### src/rtl/load_store_unit.sv
`default_nettype none
// ============================================================================
// Module   : load_store_unit
// Purpose  : Memory-stage load/store unit. Decodes size/sign from funct3M,
//            checks alignment, builds byte enables and lane-replicated store
//            data, runs a request/grant bus transaction and returns the
//            sign/zero-extended load result in the cycle the stall drops.
// Optional : LSU_TIMEOUT_EN - adds a REQ/WAIT watchdog that terminates a
//            stuck access after TIMEOUT_CYCLES cycles and flags BusErrM.
// Ports    : clk, reset (sync, active-high)
//            MemReadM/MemWriteM/funct3M/Mem_WrAddr/Mem_WrData - M-stage access
//            ReadData  - extended load data, non-zero only in the DONE cycle
//            StallLSU  - pipeline hold while the access is outstanding
//            MisalignM - misaligned address or reserved funct3M
//            BusErrM   - watchdog expiry (0 without LSU_TIMEOUT_EN)
//            bus_*     - word-wide request/grant data bus
// Revision : 1.0 - initial release
// ============================================================================
module load_store_unit #(
    parameter int TIMEOUT_CYCLES = 255
) (
    input  logic        clk,
    input  logic        reset,
    input  logic        MemReadM,
    input  logic        MemWriteM,
    input  logic [2:0]  funct3M,
    input  logic [31:0] Mem_WrAddr,
    input  logic [31:0] Mem_WrData,
    output logic [31:0] ReadData,
    output logic        StallLSU,
    output logic        MisalignM,
    output logic        BusErrM,
    output logic        bus_req,
    output logic        bus_we,
    output logic [31:0] bus_addr,
    output logic [31:0] bus_wdata,
    output logic [3:0]  bus_be,
    input  logic        bus_gnt,
    input  logic        bus_rvalid,
    input  logic [31:0] bus_rdata
);

    localparam logic [1:0] c_ST_IDLE = 2'd0;
    localparam logic [1:0] c_ST_REQ  = 2'd1;
    localparam logic [1:0] c_ST_WAIT = 2'd2;
    localparam logic [1:0] c_ST_DONE = 2'd3;

    logic [1:0]  r_state;
    logic        r_bus_req;
    logic        r_we;
    logic [31:0] r_addr;
    logic [31:0] r_wdata;
    logic [3:0]  r_be;
    logic [2:0]  r_f3;
    logic [1:0]  r_off;
    logic [31:0] r_rdata;
    logic        r_buserr;

    logic        w_access;
    logic        w_store;
    logic        w_idle;
    logic        w_fault;
    logic        w_accept;
    logic [1:0]  w_off;
    logic [3:0]  w_be;
    logic [31:0] w_wdata;
    logic [7:0]  w_ld_byte;
    logic [15:0] w_ld_half;
    logic [31:0] w_ld_ext;

`ifdef LSU_TIMEOUT_EN
    localparam int c_WDOG_W = (TIMEOUT_CYCLES > 255) ? $clog2(TIMEOUT_CYCLES + 1) : 8;
    localparam logic [c_WDOG_W-1:0] c_WDOG_LIMIT = c_WDOG_W'(TIMEOUT_CYCLES);

    logic [c_WDOG_W-1:0] r_wdog;
    logic [c_WDOG_W-1:0] w_wdog_nxt;
    logic                w_wdog_hit;

    assign w_wdog_nxt = r_wdog + 1'b1;
    // >= rather than == so a grant landing on the limit cycle cannot let the
    // counter run past the limit and disarm the watchdog for the WAIT phase.
    assign w_wdog_hit = (w_wdog_nxt >= c_WDOG_LIMIT);
`else
    logic w_unused_timeout;
    assign w_unused_timeout = (TIMEOUT_CYCLES != 0);
`endif

    // A simultaneous load+store request is treated as a store.
    assign w_access = MemReadM | MemWriteM;
    assign w_store  = MemWriteM;
    assign w_off    = Mem_WrAddr[1:0];
    assign w_idle   = (r_state == c_ST_IDLE);

    // Size decode: fault detection, byte enables and store lane replication.
    always_comb begin
        w_fault = 1'b0;
        w_be    = 4'b0000;
        w_wdata = Mem_WrData;
        case (funct3M)
            3'b000: begin
                w_be    = 4'b0001 << w_off;
                w_wdata = {4{Mem_WrData[7:0]}};
            end
            3'b001: begin
                w_fault = w_off[0];
                w_be    = 4'b0011 << {w_off[1], 1'b0};
                w_wdata = {2{Mem_WrData[15:0]}};
            end
            3'b010: begin
                w_fault = |w_off;
                w_be    = 4'b1111;
            end
            3'b100: begin
                w_fault = w_store;
                w_be    = 4'b0001 << w_off;
                w_wdata = {4{Mem_WrData[7:0]}};
            end
            3'b101: begin
                w_fault = w_store | w_off[0];
                w_be    = 4'b0011 << {w_off[1], 1'b0};
                w_wdata = {2{Mem_WrData[15:0]}};
            end
            default: begin
                w_fault = 1'b1;
            end
        endcase
    end

    assign w_accept = w_idle & w_access & ~w_fault;

    // Status outputs are forced low while reset is held.
    assign MisalignM = ~reset & w_idle & w_access & w_fault;
    assign StallLSU  = ~reset & (w_accept | (r_state == c_ST_REQ) | (r_state == c_ST_WAIT));

`ifdef LSU_TIMEOUT_EN
    assign BusErrM = ~reset & (r_state == c_ST_DONE) & r_buserr;
`else
    assign BusErrM = 1'b0;
`endif

    assign bus_req   = r_bus_req;
    assign bus_we    = r_we;
    assign bus_addr  = r_addr;
    assign bus_wdata = r_wdata;
    assign bus_be    = r_be;

    // Load extraction from the captured word using the offset/size latched
    // at acceptance; the live M-stage inputs may already differ here.
    always_comb begin
        case (r_off)
            2'd0:    w_ld_byte = r_rdata[7:0];
            2'd1:    w_ld_byte = r_rdata[15:8];
            2'd2:    w_ld_byte = r_rdata[23:16];
            default: w_ld_byte = r_rdata[31:24];
        endcase
    end

    assign w_ld_half = r_off[1] ? r_rdata[31:16] : r_rdata[15:0];

    always_comb begin
        w_ld_ext = r_rdata;
        case (r_f3[1:0])
            2'b00:   w_ld_ext = {{24{w_ld_byte[7] & ~r_f3[2]}}, w_ld_byte};
            2'b01:   w_ld_ext = {{16{w_ld_half[15] & ~r_f3[2]}}, w_ld_half};
            default: w_ld_ext = r_rdata;
        endcase
    end

    assign ReadData = (~reset && (r_state == c_ST_DONE) && !r_we && !r_buserr) ? w_ld_ext : 32'd0;

    always_ff @(posedge clk) begin
        if (reset) begin
            r_state   <= c_ST_IDLE;
            r_bus_req <= 1'b0;
            r_we      <= 1'b0;
            r_addr    <= 32'd0;
            r_wdata   <= 32'd0;
            r_be      <= 4'b0000;
            r_f3      <= 3'b000;
            r_off     <= 2'b00;
            r_rdata   <= 32'd0;
            r_buserr  <= 1'b0;
`ifdef LSU_TIMEOUT_EN
            r_wdog    <= '0;
`endif
        end else begin
            case (r_state)
                c_ST_IDLE: begin
                    if (w_accept) begin
                        r_state   <= c_ST_REQ;
                        r_bus_req <= 1'b1;
                        r_we      <= w_store;
                        r_addr    <= {Mem_WrAddr[31:2], 2'b00};
                        r_wdata   <= w_wdata;
                        r_be      <= w_be;
                        r_f3      <= funct3M;
                        r_off     <= w_off;
                        r_buserr  <= 1'b0;
`ifdef LSU_TIMEOUT_EN
                        r_wdog    <= '0;
`endif
                    end
                end
                c_ST_REQ: begin
`ifdef LSU_TIMEOUT_EN
                    r_wdog <= w_wdog_nxt;
`endif
                    if (bus_gnt) begin
                        r_bus_req <= 1'b0;
                        r_state   <= r_we ? c_ST_DONE : c_ST_WAIT;
                    end
`ifdef LSU_TIMEOUT_EN
                    else if (w_wdog_hit) begin
                        r_bus_req <= 1'b0;
                        r_buserr  <= 1'b1;
                        r_state   <= c_ST_DONE;
                    end
`endif
                end
                c_ST_WAIT: begin
`ifdef LSU_TIMEOUT_EN
                    r_wdog <= w_wdog_nxt;
`endif
                    if (bus_rvalid) begin
                        r_rdata <= bus_rdata;
                        r_state <= c_ST_DONE;
                    end
`ifdef LSU_TIMEOUT_EN
                    else if (w_wdog_hit) begin
                        r_buserr <= 1'b1;
                        r_state  <= c_ST_DONE;
                    end
`endif
                end
                default: begin
                    r_state  <= c_ST_IDLE;
                    r_buserr <= 1'b0;
                end
            endcase
        end
    end

endmodule
`default_nettype wire

### config.mk
export PLATFORM = sky130hd
export DESIGN_NAME = load_store_unit
export DESIGN_NICKNAME = d
export VERILOG_FILES = /design/src/rtl/load_store_unit.sv
export SDC_FILE = /design/constraint.sdc
export NUM_CORES = 1
export LEC_CHECK = 0
export CORE_MARGIN = 2
export CORE_UTILIZATION = 35
export CTS_BUF_LIST = sky130_fd_sc_hd__clkbuf_8
export CTS_CLUSTER_SIZE = 20
export DETAILED_ROUTE_END_ITERATION = 8
export PLACE_DENSITY = 0.77
export REMOVE_ABC_BUFFERS = 1
export SLEW_MARGIN = 20
export SYNTH_ARGS = -nofsm -noshare
export SYNTH_HDL_FRONTEND = slang
export SYNTH_SLANG_ARGS = --single-unit
### constraint.sdc
create_clock -name clk -period 2.4 [get_ports clk]
set_input_delay 0.48 -clock clk [delete_from_list [all_inputs] [get_ports clk]]
set_output_delay 0.48 -clock clk [all_outputs]
set_load 0.02 [all_outputs]
# Word-level counts from Yosys, hierarchy flattened
# Cells that the tools add are included.
totals:
  ff_bits: 108
  in_bits: 105
  elab_cells: 77
op_classes:
  n_eq_ne: 13
  shifts: 2
  n_mux: 17
  bitwise: 16
  n_reduce_logical: 19
op_table:
  columns: ["op", "n"]
  rows:
  - ["$pmux 32 s2", 2]
  - ["$mux 32", 1]
  - ["$pmux 8 s3", 1]
  - ["$mux 16", 1]
  - ["$pmux 4 s3", 1]
  - ["$and 1x1->1", 8]
  - ["$reduce_or 2->1", 4]
  - ["$eq 2x1->1 const B", 3]
  - ["$eq 2x2->1 const B", 3]
  - ["$eq 3x3->1 const B", 2]
  - ["$logic_not 2->1", 3]
  - ["$mux 2", 3]
  - ["$pmux 2 s3", 1]
  - ["$reduce_and 2->1", 3]
  - ["$reduce_and 3->1", 2]
  - ["$pmux 1 s5", 1]
  - ["$mux 1", 4]
  - ["$ne 2x2->1 const B", 2]
  - ["$not 1->1", 4]
  - ["$or 1x1->1", 4]
  - ["$pmux 1 s2", 2]
  - ["$shl 1x2->4 const A", 1]
  - ["$shl 2x2->4 const A", 1]
  - ["$eq 3x1->1 const B", 1]
  - ["6 further kinds", 9]

# Logic depth before layout (Yosys ltp)
# Gate-level depths: netlist (run 1).
logic_depth:
  word_depth: 7
  depth_mapped: 8

# Least setup slack after synthesis (run 1)
# No wires, ideal clock.
synth_timing:
  kind: "flip-flop to output port"
  startpoint: "register r_off[1]"
  endpoint: "output port ReadData[7]"
  arrival_time_ns: 2.118
  path_slack_ns: -0.198
  path_stages_with_launch: 5
  cell_sequence: "dfxtp_1 -> clkbuf_1 -> buf_2 -> o22ai_1 -> a2111oi_0"
synth_between:
  elab_chain_len: 4
  elab_cells_between_ends: 7
  cone_classes: "2 x eq/ne; 4 x mux; 1 x reduce/logical"
synth_rtl:
  columns: ["element", "line", "rtl"]
  rows:
  - ["from (decl)", "55", "logic [1:0] r_off;"]
  - ["from (signal assigned)", "197", "r_off <= w_off;"]
  - ["$eq 2x2->1, or another cell as far along", "150", "case (r_off)"]
  - ["$pmux 8 s3", "150", null]
  - ["$pmux 32 s2 (*)", "162", "case (r_f3[1:0])"]
  - ["$mux 32 (*)", "169", "assign ReadData = (~reset && (r_state == c_ST_DONE) && !r_we && !r_buserr) ? w_ld_ext : 32'd0;"]
  - ["to (decl)", "29", "output logic [31:0] ReadData,"]
# Every way passes the cells marked *; elsewhere a longest branch is shown, timed or not.

# Final worst setup path (run 1)
layout_timing:
  startpoint: "register r_state[0]"
  endpoint: "output port ReadData[23]"
layout_between:
  elab_chain_len: 5
layout_rtl:
  columns: ["element", "line", "rtl"]
  rows:
  - ["from (decl)", "48", "logic [1:0] r_state;"]
  - ["from (signal assigned)", "173", "r_state <= c_ST_IDLE;"]
  - ["from (signal assigned)", "190", "r_state <= c_ST_REQ;"]
  - ["from (signal assigned)", "210", "r_state <= r_we ? c_ST_DONE : c_ST_WAIT;"]
  - ["$eq 2x2->1", "169", null]
  - ["$logic_and 1x1->1 (3 in series)", "169", null]
  - ["$mux 32", "169", null]
# Every way passes these cells.

==> results of run 1 <==
==> cell families (layout without fill, tap and decap cells) <==
group	Yosys count	in the layout
buffers and inverters	60	277
other	1	4
and+or+nand+nor	301	301
AOI/OAI and AO/OA	161	161
DFF	107	107
adders and majority gates	5	5
muxes	20	20
==> power breakdown <==
group | switching, uW | total [uW] | internal (uW) | leakage [uW]
clock | 612 | 1190 | 577 | 0.000112
combinational | 945 | 1800 | 854 | 0.00196
sequential | 131 | 2130 | 2000 | 0.000873
total | 1690 | 5120 | 3430 | 0.00295
==> state kept, by name, indices dropped and copies added (netlist names) <==
| register | cells |
|---|---|
| r_rdata | 32 |
| r_f3 | 3 |
| r_off | 2 |
| bus_req | 1 |
| bus_be | 4 |
| bus_we | 1 |
| r_state | 2 |
| bus_wdata | 32 |
| bus_addr | 30 |
==> cell type report <==
| cell class | instances | area [um2] |
|---|---|---|
| well taps | 180 | 225 |
| fillers | 1328 | 6050 |
| flip-flops and latches | 107 | 2150 |
| inverters | 5 | 18.8 |
| diodes | 1 | 2.50 |
| multi-input cells | 490 | 2630 |
| clock buffers | 9 | 124 |
| clock inverters | 7 | 85.1 |
| repair buffers | 256 | 2490 |
==> how the worst max path moves through the flow <==
stage | end | slack [ps]
global route | ReadData[21] | -220
floorplan | StallLSU | -260
CTS | ReadData[24] | -130
detailed placement | StallLSU | -480
finish | ReadData[23] | -130
global placement | StallLSU | -480
==> cells in the final DEF, fill, tap and decap left out, drive strengths merged, types with 2 or more instances in the layout <==
| cell | n |
|---|---|
| a211o | 2 |
| a211oi | 14 |
| a21oi | 89 |
| a22o | 6 |
| a2bb2oi | 2 |
| a311oi | 8 |
| a31oi | 2 |
| and2 | 2 |
| buf | 77 |
| bufinv | 2 |
| clkbuf | 10 |
| clkdlybuf4s50 | 168 |
| clkinv | 2 |
| conb | 3 |
| dfxtp | 107 |
| dlygate4sd2 | 8 |
| dlymetal6s2s | 2 |
| ha | 5 |
| inv | 7 |
| mux2i | 19 |
| nand2 | 236 |
| nand2b | 8 |
| nand3 | 7 |
| nand4b | 2 |
| nor2 | 28 |
| nor2b | 4 |
| nor3 | 7 |
| nor3b | 3 |
| o21a | 5 |
| o21ai | 19 |
| o221a | 7 |
==> per-layer routing <==
layer / vias up / wire (um)
met5: - / 0
met4: 0 / 148
met3: 10 / 1720
met2: 194 / 7400
met1: 2357 / 6290
li1: 2629 / -
==> worst min-delay path, stage by stage (launching register included) <==
cell	delay, ps
dfxtp_1	320
nand2_1	50
a21oi_1	50
==> metrics by stage <==
step | setup WS, ps | setup TNS (ps) | total power, uW
6_report | -130 | -2770 | 5120
2_1_floorplan | -261 | -12290 | 2980
4_1_cts | -131 | -3010 | 5160
3_3_place_gp | -480 | -10060 | 3910
5_1_grt | -225 | -5440 | 5420
3_5_place_dp | -479 | -10940 | 3940
==> what timing repair did <==
| item | 4_1_cts | 5_1_grt |
|---|---|---|
| pin swaps | 9 | 6 |
| endpoints found under the setup margin | 34 | 33 |
| hold buffers | 0 | 0 |
| resized for setup | 192 | 11 |
| cloned | 1 | 0 |
| buffers inserted | 1 | 0 |
==> summary.md, run 1 <==
| Metric | Value |
|---|---|
| Status | `complete, but fails checks` |
| Failing checks | `negative setup slack` |
| Final Util | `0.561` |
| Peak VDD IR | `530 uV` |
| DRT Pass-1 Iters | `4` |
| Largest area contributor in the netlist | `dfxtp_1` |
| Total CTS buffers | `9` |
| Cell with the most instances after synthesis | `nand2_1` |
| Maximum clock insertion buffer count | `2` |
| Dominant cells by area after synthesis | `dfxtp_1 (44%), nand2_1 (18%), a21oi_1 (9.0%), mux2i_1 (3.9%), clkbuf_1 (2.8%)` |
| Finished Layout Cells | `approximately 1100` |
| Count of input and output buffers | `206` |
| Most used cell along the critical path | `buf_6` |
| Post-synthesis sequential area ratio | `0.436` |
| Congestion Overflow GR | `0` |
| # DRC | `0` |
| Slowest CP cell | `or4b_4` |
| Synthesized instance count | `655` |
| DP HPWL | `roughly 11 mm` |
| CTS tree | `yes` |
| Synth Area in XOR/XNOR | `0` |
| CTS Root Cell | `clkbuf_8` |
| Largest family of logic cells by synthesized area | `simple AND/OR/NAND/NOR gates` |
| Clock skew | `6.81 ps` |
| Most congested layer reported by global routing | `met2` |
| Via count | `5190` |
| Leakage | `0.00295 uW` |
| Layout cell share with drive strength beyond 1 | `0.150` |
| Crit path launch | `r_state[0]$_SDFFE_PP0P_` |
| Dpl cells | `between 1000 and 1500` |
| Least-Margin Pin Slew | `996 ps` |
| Async SR Flop Fraction | `0` |
| Worst-Skew Late Latency | `380 ps` |
| Post-Synth Adder-Cell Area | `0.0127` |
| Final hold vios | `0` |
| F_max | `0.395 GHz` |
| RSZ-0062 raised after global routing | `yes` |
| Number of DRC markers in iteration 0 | `between 200 and 300` |
| Hold EP | `bus_addr[3]$_SDFFE_PP0P_` |
| Setup CP Type | `reg2out` |
| Hold_ws | `around 460 ps` |
| M1 GR Usage | `0.238` |
| Mux cell area share after synthesis | `0.0433` |
| CTS sink cnt | `107` |
| P&R area growth vs syn | `57.2%` |
| Worst Path Max Fanout | `8` |
| Most used DFF post-synth | `dfxtp_1` |
| First-pass GRT wire length | `24.3 mm` |
| Min-Delay Path Depth | `2` |
| R2R depth | `8` |
| P per Cell Area | `663 nW/um2` |
| Crit. End Element | `output pin` |
| Yosys top cell area share | `0.436` |
| Levels on crit path | `7` |
| Compound-Gate Fraction of Synth Area | `0.204` |
| CP bufs+invs | `2` |
| Htree depth | `3` |
| GR Layer Usage met3 | `0.0897` |
| Vias in the first global route | `around 4800` |
| FP Rows | `43` |
| Die width | `about 120 um` |
| GRT Overall Usage | `0.206` |
| Worst r2r src | `r_state[0]$_SDFFE_PP0P_` |
| Tmin final | `2530 ps` |
| Post-Syn Area per Cell | `7.50 um2` |
| Post-DRT Antenna Nets | `0` |
| Final period utilization | `1.05` |
| Routed len/inst | `14.7 um` |
| Dominant delay contributor by cell family on the critical path | `simple AND/OR/NAND/NOR gates` |
| Worst-path clk slew | `90 ps` |
| List of most frequent post-synthesis cells | `nand2_1 (236), dfxtp_1 (107), a21oi_1 (88)` |
| Post-DR vias/cell | `4.92` |
| GP Congestion | `about 0.83` |
| Antenna violations before repair | `1` |
| Largest net degree at the start of global routing | `92` |
| Core area | `13800 um2` |
| Max stage delay on crit path | `500 ps` |
| Final setup fails | `28` |
| Worst min path class | `reg2reg` |
| Warnings, synthesis | `0` |
| Cell Chain, Critical Path | `ha_4 -> or4b_4 -> a211oi_2 -> o21ai_2 -> buf_6 -> nand2_2 -> buf_6` |
| Die Area | `15000 um2` |
| Reg2reg setup slack | `430 ps` |
| Final instance area | `7720 um2` |
| Arrival time worst endpoint | `2050 ps` |
| Startpoint Class | `flip-flop` |
| Synth cell types | `43` |
| Post-synth EDFFs | `0` |
| Met2 Use GR | `0.349` |
| Area post-placement | `7370 um2` |
| Initial Utilization | `0.357` |
| Max-cap viol count | `0` |
| Routed wire length | `about 16 mm` |
| Relative slew slack | `0.336` |
| Max Slew Vio Count | `0` |
| FF+latch count, synth | `approximately 110` |
| Final worst slack | `-130 ps` |
| Synth Area in Simple Gates | `0.250` |
| Final net count | `979` |
| Cell Area, Synth | `~4900 um2` |
| Worst Path Required | `1920 ps` |
| Min-delay src | `bus_addr[3]$_SDFFE_PP0P_` |
| I/O Pins | `210` |
| Die height | `122 um` |
| R2r endpoint | `bus_addr[21]$_SDFFE_PP0P_` |
No activity file was read; power rests on OpenSTA's default activity.
==> run 2: changes to the inputs <==
Settings changed: ABC_AREA set to 1.
==> summary.md, run 2 <==
| Metric | Value |
|---|---|
| Post-Synth Adder-Cell Area | `0.0124 (-0.000332)` |
| Max-cap viol count | `0 (unchanged)` |
| Dominant cells by area after synthesis | `dfxtp_1 (42%), nand2_1 (19%), a21oi_1 (8.6%), nor2_1 (5.9%), o21ai_0 (5.3%)` |
| Area post-placement | `7370 um2 (about the same)` |
| Worst-path clk slew | `100 ps (about the same)` |
| Leakage | `0.00304 uW (+3.4%)` |
| Final period utilization | `0.951 (-0.103)` |
| Async SR Flop Fraction | `0 (unchanged)` |
| Final setup TNS | `0 ps (+2770 ps)` |
| Least-Margin Pin Slew | `879 ps (-116 ps)` |
| Die Area | `15400 um2 (+2.6%)` |
| Min-Delay Path Depth | `2 (unchanged)` |
| Largest area contributor in the netlist | `dfxtp_1` |
| Setup CP Type | `reg2out` |
| Compound-Gate Fraction of Synth Area | `0.178 (-0.0257)` |
| Cell Chain, Critical Path | `buf_4 -> nor2_1 -> buf_4 -> a21oi_1 -> a21oi_1 -> dlygate4sd2_1` |
| Initial Utilization | `0.361 (+0.00390)` |
| Synth Area in XOR/XNOR | `0 (unchanged)` |
| CTS sink cnt | `107 (unchanged)` |
| Post-synth EDFFs | `0 (unchanged)` |
| Worst min path class | `reg2reg` |
| First-pass GRT wire length | `24.6 mm (+1.5%)` |
| P&R area growth vs syn | `46.8%` |
| Cell with the most instances after synthesis | `nand2_1` |
| Via count | `5540 (+6.7%)` |
| Hold EP | `bus_addr[3]$_SDFFE_PP0P_` |
| Min-delay src | `bus_addr[3]$_SDFFE_PP0P_` |
| Die height | `124 um (+1.3%)` |
| Routed len/inst | `13.9 um (-6.0%)` |
| FF+latch area | `2150 um2 (unchanged)` |
| Hold_ws | `469 ps (+13.0 ps)` |
| Post-Syn Area per Cell | `6.76 um2 (-9.9%)` |
| Synthesized instance count | `746 (+14%)` |
| Max Slew Vio Count | `0 (unchanged)` |
| Worst Path Max Fanout | `9 (+1)` |
| Post-DR vias/cell | `4.87 (-0.95%)` |
| Peak VDD IR | `505 uV (-4.6%)` |
| Final Util | `0.529 (-0.0313)` |
| Cell Area, Synth | `5040 um2 (+2.7%)` |
| Largest family of logic cells by synthesized area | `simple AND/OR/NAND/NOR gates` |
| Status | `completed` |
| FP Rows | `43 (unchanged)` |
| FILL cells | `1382 (+4.1%)` |
| Congestion Overflow GR | `0 (unchanged)` |
| CTS Root Cell | `clkbuf_8` |
| DRT Pass-1 Iters | `5 (+1)` |
| Startpoint Class | `flip-flop` |
| Maximum clock insertion buffer count | `2 (unchanged)` |
| Largest net degree at the start of global routing | `68 (-26%)` |
| Tmin final | `2280 ps (-247 ps)` |
| Mux cell area share after synthesis | `0 (-0.0433)` |
| Area of the multi-input gates | `2520 um2 (-4.0%)` |
| Final net count | `1063 (+8.6%)` |
| Relative slew slack | `0.412 (+0.0754)` |
| Synth Area in Simple Gates | `0.301 (+0.0510)` |
| I/O Pins | `210 (unchanged)` |
| Reg2reg setup slack | `390 ps (-40 ps)` |
| Yosys top cell area share | `0.425 (-0.0114)` |
| Max stage delay on crit path | `370 ps (-130 ps)` |
| Count of input and output buffers | `206 (unchanged)` |
| P per Cell Area | `747 nW/um2 (+13%)` |
| Final setup fails | `0 (-100%)` |
| Final hold vios | `0 (unchanged)` |
| Htree depth | `3 (unchanged)` |
| Slowest CP cell | `dlygate4sd2_1` |
| Number of DRC markers in iteration 0 | `409 (+62%)` |
| GRT Overall Usage | `0.203 (-0.00304)` |
| Die width | `124 um (+1.3%)` |
| Arrival time worst endpoint | `1800 ps (-250 ps)` |
| Post-CTS setup buffer count | `0 (-1)` |
| Clock skew | `11.1 ps (+4.29 ps)` |
| # DRC | `0 (unchanged)` |
| Commonest non-fill, non-tap cell in the layout | `nand2_1` |
| DP HPWL | `11.1 mm (+1.1%)` |
| Core area | `14000 um2 (+1.6%)` |
| Post-synthesis sequential area ratio | `0.425 (-0.0114)` |
| Most used DFF post-synth | `dfxtp_1` |
| Total CTS buffers | `9 (unchanged)` |
| F_max | `0.438 GHz (+11%)` |
| Commonest non-fill, non-tap cells in the layout | `nand2_1 (249), clkdlybuf4s50_1 (171), dfxtp_1 (105)` |
| R2r endpoint | `bus_addr[7]$_SDFFE_PP0P_` |
| Layout cell share with drive strength beyond 1 | `0.120 (-0.0297)` |
| Crit. End Element | `output pin` |
| Antenna violations before repair | `0 (-1)` |
| N_diodes | `0 (-1)` |
| Worst-Skew Late Latency | `380 ps (about the same)` |
| Worst r2r src | `r_state[1]$_SDFFE_PP0P_` |
| Worst Path Required | `1920 ps (about the same)` |
| CTS Hold Bufs | `0 (unchanged)` |
| Synth cell types | `31 (-28%)` |
| R2R depth | `9 (+1)` |
| GP Congestion | `0.836 (+0.95%)` |
| Routed wire length | `15.8 mm (+1.3%)` |
| List of most frequent post-synthesis cells | `nand2_1 (249), dfxtp_1 (107), a21oi_1 (87)` |
| Warnings, synthesis | `0 (unchanged)` |
| Vias in the first global route | `5042 (+4.6%)` |
| Final instance area | `7400 um2 (-4.1%)` |
| Post-DRT Antenna Nets | `0 (unchanged)` |
| FF+latch count, synth | `107 (unchanged)` |
| CTS tree | `yes` |
run 2: cell count changes in the layout (fill, tap and decap cells not counted), moves of 10 or more:
cell,previous run,this run
o21ai_0,17,49
nand3_1,7,28
buf_6,26,1
a211oi_1,13,0
nor2_1,28,77
nor2_2,0,13
buf_2,2,22
clkbuf_2,1,11
mux2i_1,17,0
inv_1,7,35
nand2_1,225,249
buf_4,46,35
run 2: what timing repair did:
action,4_1_cts,5_1_grt
setup endpoints to repair,34,38
resized for setup,93,50
pin swaps,0,1
run 2: area by class of cell:
| cell class | instances | area share |
|---|---|---|
| clock buffers | 9 | 0.0167 |
| multi-input cells | 551 | 0.341 |
| inverters | 42 | 0.0213 |
| clock inverters | 6 | 0.00659 |
| flip-flops and latches | 107 | 0.290 |
| well taps | 180 | 0.0304 |
| repair buffers | 242 | 0.294 |
run 2: worst max-delay path by stage:
stage	startpoint	endpoint	slack (ps)	cells past startpoint
after floorplan	r_state[0]$_SDFFE_PP0P_	bus_be[0]$_SDFFE_PP0P_	-850	8
after CTS	funct3M[0]	StallLSU	1	5
final	r_f3[1]$_SDFFE_PP0P_	ReadData[7]	120	6
after global routing	r_off[1]$_SDFFE_PP0P_	ReadData[5]	-0.1	8
after detailed placement	funct3M[0]	StallLSU	-290	5
after global placement	funct3M[0]	StallLSU	-250	5
run 2: critical path: cells and delay by family, from the launching register on:
kind	cells	cell delay, ps
buffers and inverters	3	730
AOI/OAI and AO/OA	2	210
and+or+nand+nor	1	140
DFF	1	350
run 2: kinds of logic (layout without fill, tap and decap cells):
logic type | after synthesis | count (layout)
adders and majority gates | 5 | 5
DFF | 107 | 107
and+or+nand+nor | 376 | 376
buffers and inverters | 90 | 299
other | 1 | 3
AOI/OAI and AO/OA | 167 | 167
run 2: per-stage QoR:
| step | total power (uW) | setup slack [ps] | cells |
|---|---|---|---|
| after floorplan | 3500 | -850 | 700 |
| after global placement | 4490 | -246 | 1122 |
| after detailed placement | 4530 | -291 | 1122 |
| after CTS | 5570 | 1.28 | 1137 |
| after global routing | 5910 | -0.111 | 1137 |
| final | 5530 | 118 | 1137 |
run 2: per-layer routing:
| layer | share of wire | track usage | up-vias |
|---|---|---|---|
| met5 | 0 | 0 | - |
| met4 | 0.014 | 0.0562 | 0 |
| met3 | 0.12 | 0.0797 | 16 |
| met2 | 0.47 | 0.335 | 227 |
| met1 | 0.40 | 0.245 | 2497 |
| li1 | - | - | 2800 |
run 2: power breakdown:
| part | leakage (uW) | total (uW) | internal, uW | switching (uW) |
|---|---|---|---|---|
| registers | 0.000874 | 2240 | 2070 | 174 |
| logic | 0.00208 | 2250 | 945 | 1300 |
| clock network | 0.0000904 | 1040 | 385 | 651 |
